<file path="config.mk">
export PLATFORM = sky130hd
export DESIGN_NAME = top_level
export DESIGN_NICKNAME = d
export VERILOG_FILES = /design/src/rtl/top_level.sv
export SDC_FILE = /design/constraint.sdc
export NUM_CORES = 1
export LEC_CHECK = 0
export BUFFER_PORTS_ARGS = -buffer_cell sky130_fd_sc_hd__buf_2
export CAP_MARGIN = 0
export CORE_MARGIN = 3
export CORE_UTILIZATION = 26
export CTS_CLUSTER_SIZE = 14
export DETAILED_ROUTE_END_ITERATION = 10
export SYNTH_ARGS = -nofsm -noshare
export SYNTH_HDL_FRONTEND = slang
export SYNTH_SLANG_ARGS = --single-unit
</file>
<file path="constraint.sdc">
create_clock -name clk -period 2 [get_ports clk]
set_clock_uncertainty 0.2 [all_clocks]
set_input_delay 0.1 -clock clk [delete_from_list [all_inputs] [get_ports clk]]
set_output_delay 0.1 -clock clk [all_outputs]
set_load 0.005 [all_outputs]
</file>
<file path="src/rtl/top_level.sv">
// -----------------------------------------------------------------------------
// top_level -- self-contained Hamming SECDED decoder engine ("program 2").
//
// After reset is released the engine walks NWORDS 16-bit codewords stored
// little-endian in its private 256x8 data memory (dm1) starting at byte
// IN_BASE. It decodes each one and writes {flag, 000, d11..d9} / {d8..d1}
// back starting at byte OUT_BASE, then raises done and idles.
//
// Ports:
//   clk    in   system clock, rising-edge active
//   reset  in   asynchronous, active-low reset (memory contents survive it)
//   req    in   reserved start request, intentionally ignored
//   done   out  high once all NWORDS results have been written
// -----------------------------------------------------------------------------

// Byte-wide data memory: combinational read, synchronous write, never reset,
// so contents preloaded before or during reset are kept.
module top_level_dm (
    input  logic       clk,
    input  logic       i_we,
    input  logic [7:0] i_addr,
    input  logic [7:0] i_wdata,
    output logic [7:0] o_rdata
);
    logic [7:0] core [0:255];

    assign o_rdata = core[i_addr];

    always_ff @(posedge clk) begin
        if (i_we)
            core[i_addr] <= i_wdata;
    end
endmodule

module top_level #(
    parameter int NWORDS   = 15,
    parameter int IN_BASE  = 30,
    parameter int OUT_BASE = 0
) (
    input  logic clk,
    input  logic reset,
    input  logic req,
    output logic done
);
    typedef enum logic [2:0] {
        ST_RD_LO = 3'd0,
        ST_RD_HI = 3'd1,
        ST_WR_HI = 3'd2,
        ST_WR_LO = 3'd3,
        ST_DONE  = 3'd4
    } state_t;

    state_t      r_state;
    logic [3:0]  r_idx;
    logic [7:0]  r_lo;
    logic [7:0]  r_hi;

    logic [15:0] w_cw;
    logic [3:0]  w_syn;
    logic        w_par;
    logic [15:0] w_fixed;
    logic [1:0]  w_flag;
    logic [7:0]  w_res_hi;
    logic [7:0]  w_res_lo;
    logic [7:0]  w_base2;
    logic [7:0]  w_addr;
    logic [7:0]  w_wdata;
    logic [7:0]  w_rdata;
    logic        w_we;
    logic        w_unused;

    // req has no function; tie it off so it is visibly unused.
    assign w_unused = req;

    // ------------------------------------------------------------------
    // Decode, purely combinational from the latched codeword.
    // Each syndrome bit is the parity of the positions whose index has
    // that bit set; the masks below enumerate those positions.
    // ------------------------------------------------------------------
    assign w_cw     = {r_hi, r_lo};
    assign w_syn[0] = ^(w_cw & 16'hAAAA);
    assign w_syn[1] = ^(w_cw & 16'hCCCC);
    assign w_syn[2] = ^(w_cw & 16'hF0F0);
    assign w_syn[3] = ^(w_cw & 16'hFF00);
    assign w_par    = ^w_cw;

    always_comb begin
        w_fixed = w_cw;
        w_flag  = 2'b00;
        if (w_par) begin
            // Odd overall parity: single error at position syn (0 = p0).
            w_fixed = w_cw ^ (16'h0001 << w_syn);
            w_flag  = 2'b01;
        end else if (w_syn != 4'd0) begin
            // Even parity with a non-zero syndrome: uncorrectable double.
            w_flag  = 2'b10;
        end
    end

    assign w_res_hi = {w_flag, 3'b000, w_fixed[15:13]};
    assign w_res_lo = {w_fixed[12:9], w_fixed[7:5], w_fixed[3]};

    // ------------------------------------------------------------------
    // Memory port steering: one address per cycle chosen by state.
    // ------------------------------------------------------------------
    assign w_base2 = {3'b000, r_idx, 1'b0};

    always_comb begin
        w_addr  = 8'(IN_BASE) + w_base2;
        w_wdata = w_res_lo;
        w_we    = 1'b0;
        case (r_state)
            ST_RD_LO: w_addr = 8'(IN_BASE) + w_base2;
            ST_RD_HI: w_addr = 8'(IN_BASE) + w_base2 + 8'd1;
            ST_WR_HI: begin
                w_addr  = 8'(OUT_BASE) + w_base2 + 8'd1;
                w_wdata = w_res_hi;
                w_we    = 1'b1;
            end
            ST_WR_LO: begin
                w_addr  = 8'(OUT_BASE) + w_base2;
                w_wdata = w_res_lo;
                w_we    = 1'b1;
            end
            default: w_we = 1'b0;
        endcase
    end

    top_level_dm dm1 (
        .clk     (clk),
        .i_we    (w_we),
        .i_addr  (w_addr),
        .i_wdata (w_wdata),
        .o_rdata (w_rdata)
    );

    // ------------------------------------------------------------------
    // Sequencer: four cycles per word, done is registered.
    // ------------------------------------------------------------------
    always_ff @(posedge clk or negedge reset) begin
        if (!reset) begin
            r_state <= ST_RD_LO;
            r_idx   <= 4'd0;
            r_lo    <= 8'd0;
            r_hi    <= 8'd0;
            done    <= 1'b0;
        end else begin
            case (r_state)
                ST_RD_LO: begin
                    r_lo    <= w_rdata;
                    r_state <= ST_RD_HI;
                end
                ST_RD_HI: begin
                    r_hi    <= w_rdata;
                    r_state <= ST_WR_HI;
                end
                ST_WR_HI: r_state <= ST_WR_LO;
                ST_WR_LO: begin
                    if (r_idx == 4'(NWORDS - 1)) begin
                        r_state <= ST_DONE;
                        done    <= 1'b1;
                    end else begin
                        r_idx   <= r_idx + 4'd1;
                        r_state <= ST_RD_LO;
                    end
                end
                ST_DONE:  done <= 1'b1;
                default:  r_state <= ST_RD_LO;
            endcase
        end
    end
endmodule

</file>
==> flow_metrics.env <==
export IMPL_result_of_the_run="finished, final reports clean"
export IMPL_floorplan_die_width_um=42.51
export IMPL_clock_latency_ns=0.25
export IMPL_synth_mux_area_share_pct=6.137
export IMPL_firstDrtPassIters=2
export IMPL_gp_routability_congestion=0.6819
export IMPL_setup_worst_path_start_class="flop"
export IMPL_async_reset_ff_share_pct=100.0
export IMPL_die_height_um=42.51
export IMPL_synth_area_um2=346.6
export IMPL_power_switching_uw=54.17
export IMPL_initial_core_util_pct=29.59
export IMPL_period_minus_slack_ns=1.472
export IMPL_first_global_vias=234
export IMPL_detail_route_drc_violations=0
export IMPL_post_route_cells_drive_above_1_share_pct=14.71
export IMPL_global_route_wire_length_before_repair_um=897
export IMPL_overflow_after_grt=0
export IMPL_die_area_um2=1807
export IMPL_synthMostInstantiatedCell="sky130_fd_sc_hd__dfrtp_1"
export IMPL_ir_drop_mv=0.2987
export IMPL_post_synth_and_or_nand_nor_area_fraction_pct=16.25
export IMPL_drt_vias_per_instance=4.750
export IMPL_tritoncts="done"
export IMPL_post_synth_xor_area_fraction_pct=7.581
export IMPL_total_power_consumption_uw=286.7
export IMPL_coreArea_um2=1171
export IMPL_synth_edf_count=0
export IMPL_track_usage_pct=7.061
export IMPL_p_int_uw=232.5
export IMPL_setup_tns_final_ns=0
export IMPL_slew_headroom_pct=86.51
export IMPL_finish_cell_count_without_fillers=48
export IMPL_synth_compound_area_share_pct=2.888
export IMPL_worst_setup_path_end_kind="flop"
export IMPL_finalHoldViolCount=0
export IMPL_hold_path_class="in2async"
export IMPL_totalWireLength_um=564
export IMPL_numPortBuffers=2
export IMPL_clk_pin_slew_ns=0.05
export IMPL_max_clock_path_buffers=2
export IMPL_power_switching_share_pct=18.90
export IMPL_syn_instance_count=28
export IMPL_combinationalPowerShare_pct=1.8
export IMPL_n_fill_cell=121
export IMPL_timing_critical_path_arrival_ns=1.40
export IMPL_p_clk_share_pct=41.6
export IMPL_numClockSinks=8
export IMPL_fmax_mhz=679.1
export IMPL_rsz0062_at_grt="false"
export IMPL_synth_area_in_adders_pct=7.220
export IMPL_io_pin_count=4
export IMPL_report_final_slew_viol_count=0
export IMPL_dominantRegCellSynth="sky130_fd_sc_hd__dfrtp_1"
export IMPL_synth_ff_latch_count=8
export IMPL_period_share_pct=73.62
export IMPL_yosysTopAreaCell="sky130_fd_sc_hd__dfrtp_1"
export IMPL_crit_type="reg2reg"
export IMPL_worstPathMaxFanout=4
export IMPL_critical_path_required_ns=1.93
export IMPL_synthTopCellsByArea="sky130_fd_sc_hd__dfrtp_1 (58%), sky130_fd_sc_hd__xnor2_1 (7.6%), sky130_fd_sc_hd__ha_1 (7.2%), sky130_fd_sc_hd__mux2_1 (3.2%), sky130_fd_sc_hd__a41o_1 (2.9%)"
export IMPL_ys_types=15
export IMPL_fraction_of_post_synthesis_cell_area_in_the_top_cell_type_by_area_pct=57.76
export IMPL_insertedDiodeCount=0
export IMPL_pin_count_of_the_biggest_net_entering_global_routing=9
export IMPL_total_leakage_power_nw=0.1963
export IMPL_grt_antenna_before_repair=0
export IMPL_syn_mean_instance_area_um2=12.38
export IMPL_first_iter_violations=4
export IMPL_htree_depth=1
export IMPL_route_vias_total=228
export IMPL_multi_input_area_um2=138.9
export IMPL_postRouteAntennaNets=0
export IMPL_cap_violations=0
export IMPL_core_rowCount=12
export IMPL_synth_sequential_area_ratio_pct=57.76
export IMPL_register_area_um2=200.2
export IMPL_synth_top_family_by_area="simple AND/OR/NAND/NOR gates"
export IMPL_numCtsBuffers=3
export IMPL_powerDensity_nw_per_um2=705.0
export IMPL_cts_root_buffer="sky130_fd_sc_hd__clkbuf_4"
export IMPL_yosysWarningCount=0
export IMPL_tightestPinTransition_ns=0.2019
export IMPL_netlist_top_cells_count="sky130_fd_sc_hd__dfrtp_1 (8), sky130_fd_sc_hd__xnor2_1 (3)"
export IMPL_area_growth_synth_to_final_pct=17.33
export IMPL_seq_power_share_pct=56.5
export IMPL_dp_cells=44
export IMPL_synth_nets=33
export IMPL_wl_per_cell_um=11.75
export IMPL_detailedPlacementHpwl_um=433
export IMPL_timing_final_setup_violations=0
export IMPL_final_nets=41
==> layout make-up <==
class,instances,share of cell area (%)
multi-input combinational,18,34.15
clock buffer,3,5.538
sequential,8,49.23
inverter,2,1.846
timing repair buffer,3,4.923
tap,14,4.308
==> cell families (layout without fill, tap and decap cells) <==
logic type	after synthesis	after routing
and+or+nand+nor	10	10
AOI/OAI and AO/OA	1	1
muxes	2	2
DFF	8	8
buffers and inverters	2	8
xor gates and xnor gates	3	3
adders and majority gates	2	2
==> critical path, cell delays in order (launching register included) <==
cell,delay [ns]
sky130_fd_sc_hd__dfrtp_1,0.40
sky130_fd_sc_hd__and3b_1,0.29
sky130_fd_sc_hd__nand4_1,0.14
sky130_fd_sc_hd__mux2_1,0.33
==> routing by layer <==
metal | global-route usage [%] | routed length, um | up-vias
met4 | 5.590 | 15 | 0
met3 | 2.575 | 28 | 2
met2 | 12.16 | 278 | 5
met5 | 0 | 0 | -
li1 | - | - | 109
met1 | 6.579 | 241 | 112
==> timing repair <==
item                      in CTS  in global routing
hold buffers                   1                  0
hold endpoints to repair       8                  0
resized for setup              0                  0
buffers inserted               0                  0
==> placed cells by master, fill, tap and decap left out <==
master	n
sky130_fd_sc_hd__clkbuf_4	3
sky130_fd_sc_hd__ha_1	2
sky130_fd_sc_hd__nor2_1	2
sky130_fd_sc_hd__mux2_1	1
sky130_fd_sc_hd__and3b_1	1
sky130_fd_sc_hd__mux2i_1	1
sky130_fd_sc_hd__or2_1	1
sky130_fd_sc_hd__xnor2_1	3
sky130_fd_sc_hd__nor3b_1	1
sky130_fd_sc_hd__nand2_1	1
sky130_fd_sc_hd__nand4_1	1
sky130_fd_sc_hd__a41o_1	1
sky130_fd_sc_hd__inv_1	2
sky130_fd_sc_hd__nand3_1	2
sky130_fd_sc_hd__nand2b_1	1
sky130_fd_sc_hd__dlygate4sd3_1	1
sky130_fd_sc_hd__dfrtp_1	8
sky130_fd_sc_hd__buf_2	2
==> power groups by stage <==
stage	Combinational [mW]	Sequential (mW)	Clock (mW)
global route	0.00610	0.162	0.131
floorplan	0.0000000715	0.165	0
finish	0.00522	0.162	0.119
detailed placement	0.00386	0.165	0
global placement	0.00372	0.165	0
CTS	0.00546	0.162	0.124
==> worst paths after layout <==
path	start	to	slack, ns	cells past startpoint
setup / recovery	r_state[2]	r_idx[3]	0.53	3
hold / removal	reset	done	0.02	2
setup reg to reg	r_state[2]	r_idx[3]	0.53	3
hold reg to reg	r_state[2]	r_state[0]	0.27	1
max in group asynchronous	reset	r_state[2]	1.41	2
min in group clk	r_state[2]	r_state[0]	0.27	1
==> state kept, by name, summed over array words and instances, names as in the netlist <==
signal / count
r_state: 3
r_idx: 4
done: 1
==> stage by stage <==
step / instance area, um2 / setup WS, ns / util (%) / hold WS (ns)
2_1_floorplan: 346.6 / 0.6331 / - / -0.3956
3_3_place_gp: 374.1 / 0.5842 / 31.94 / -0.2553
3_5_place_dp: 374.1 / 0.5344 / 31.94 / -0.2518
4_1_cts: 406.6 / 0.5249 / 34.72 / 0.03112
5_1_grt: 406.6 / 0.4500 / 34.72 / 0.04157
6_report: 406.6 / 0.5275 / 34.72 / 0.02463
Power figures use the tool's default switching activity.
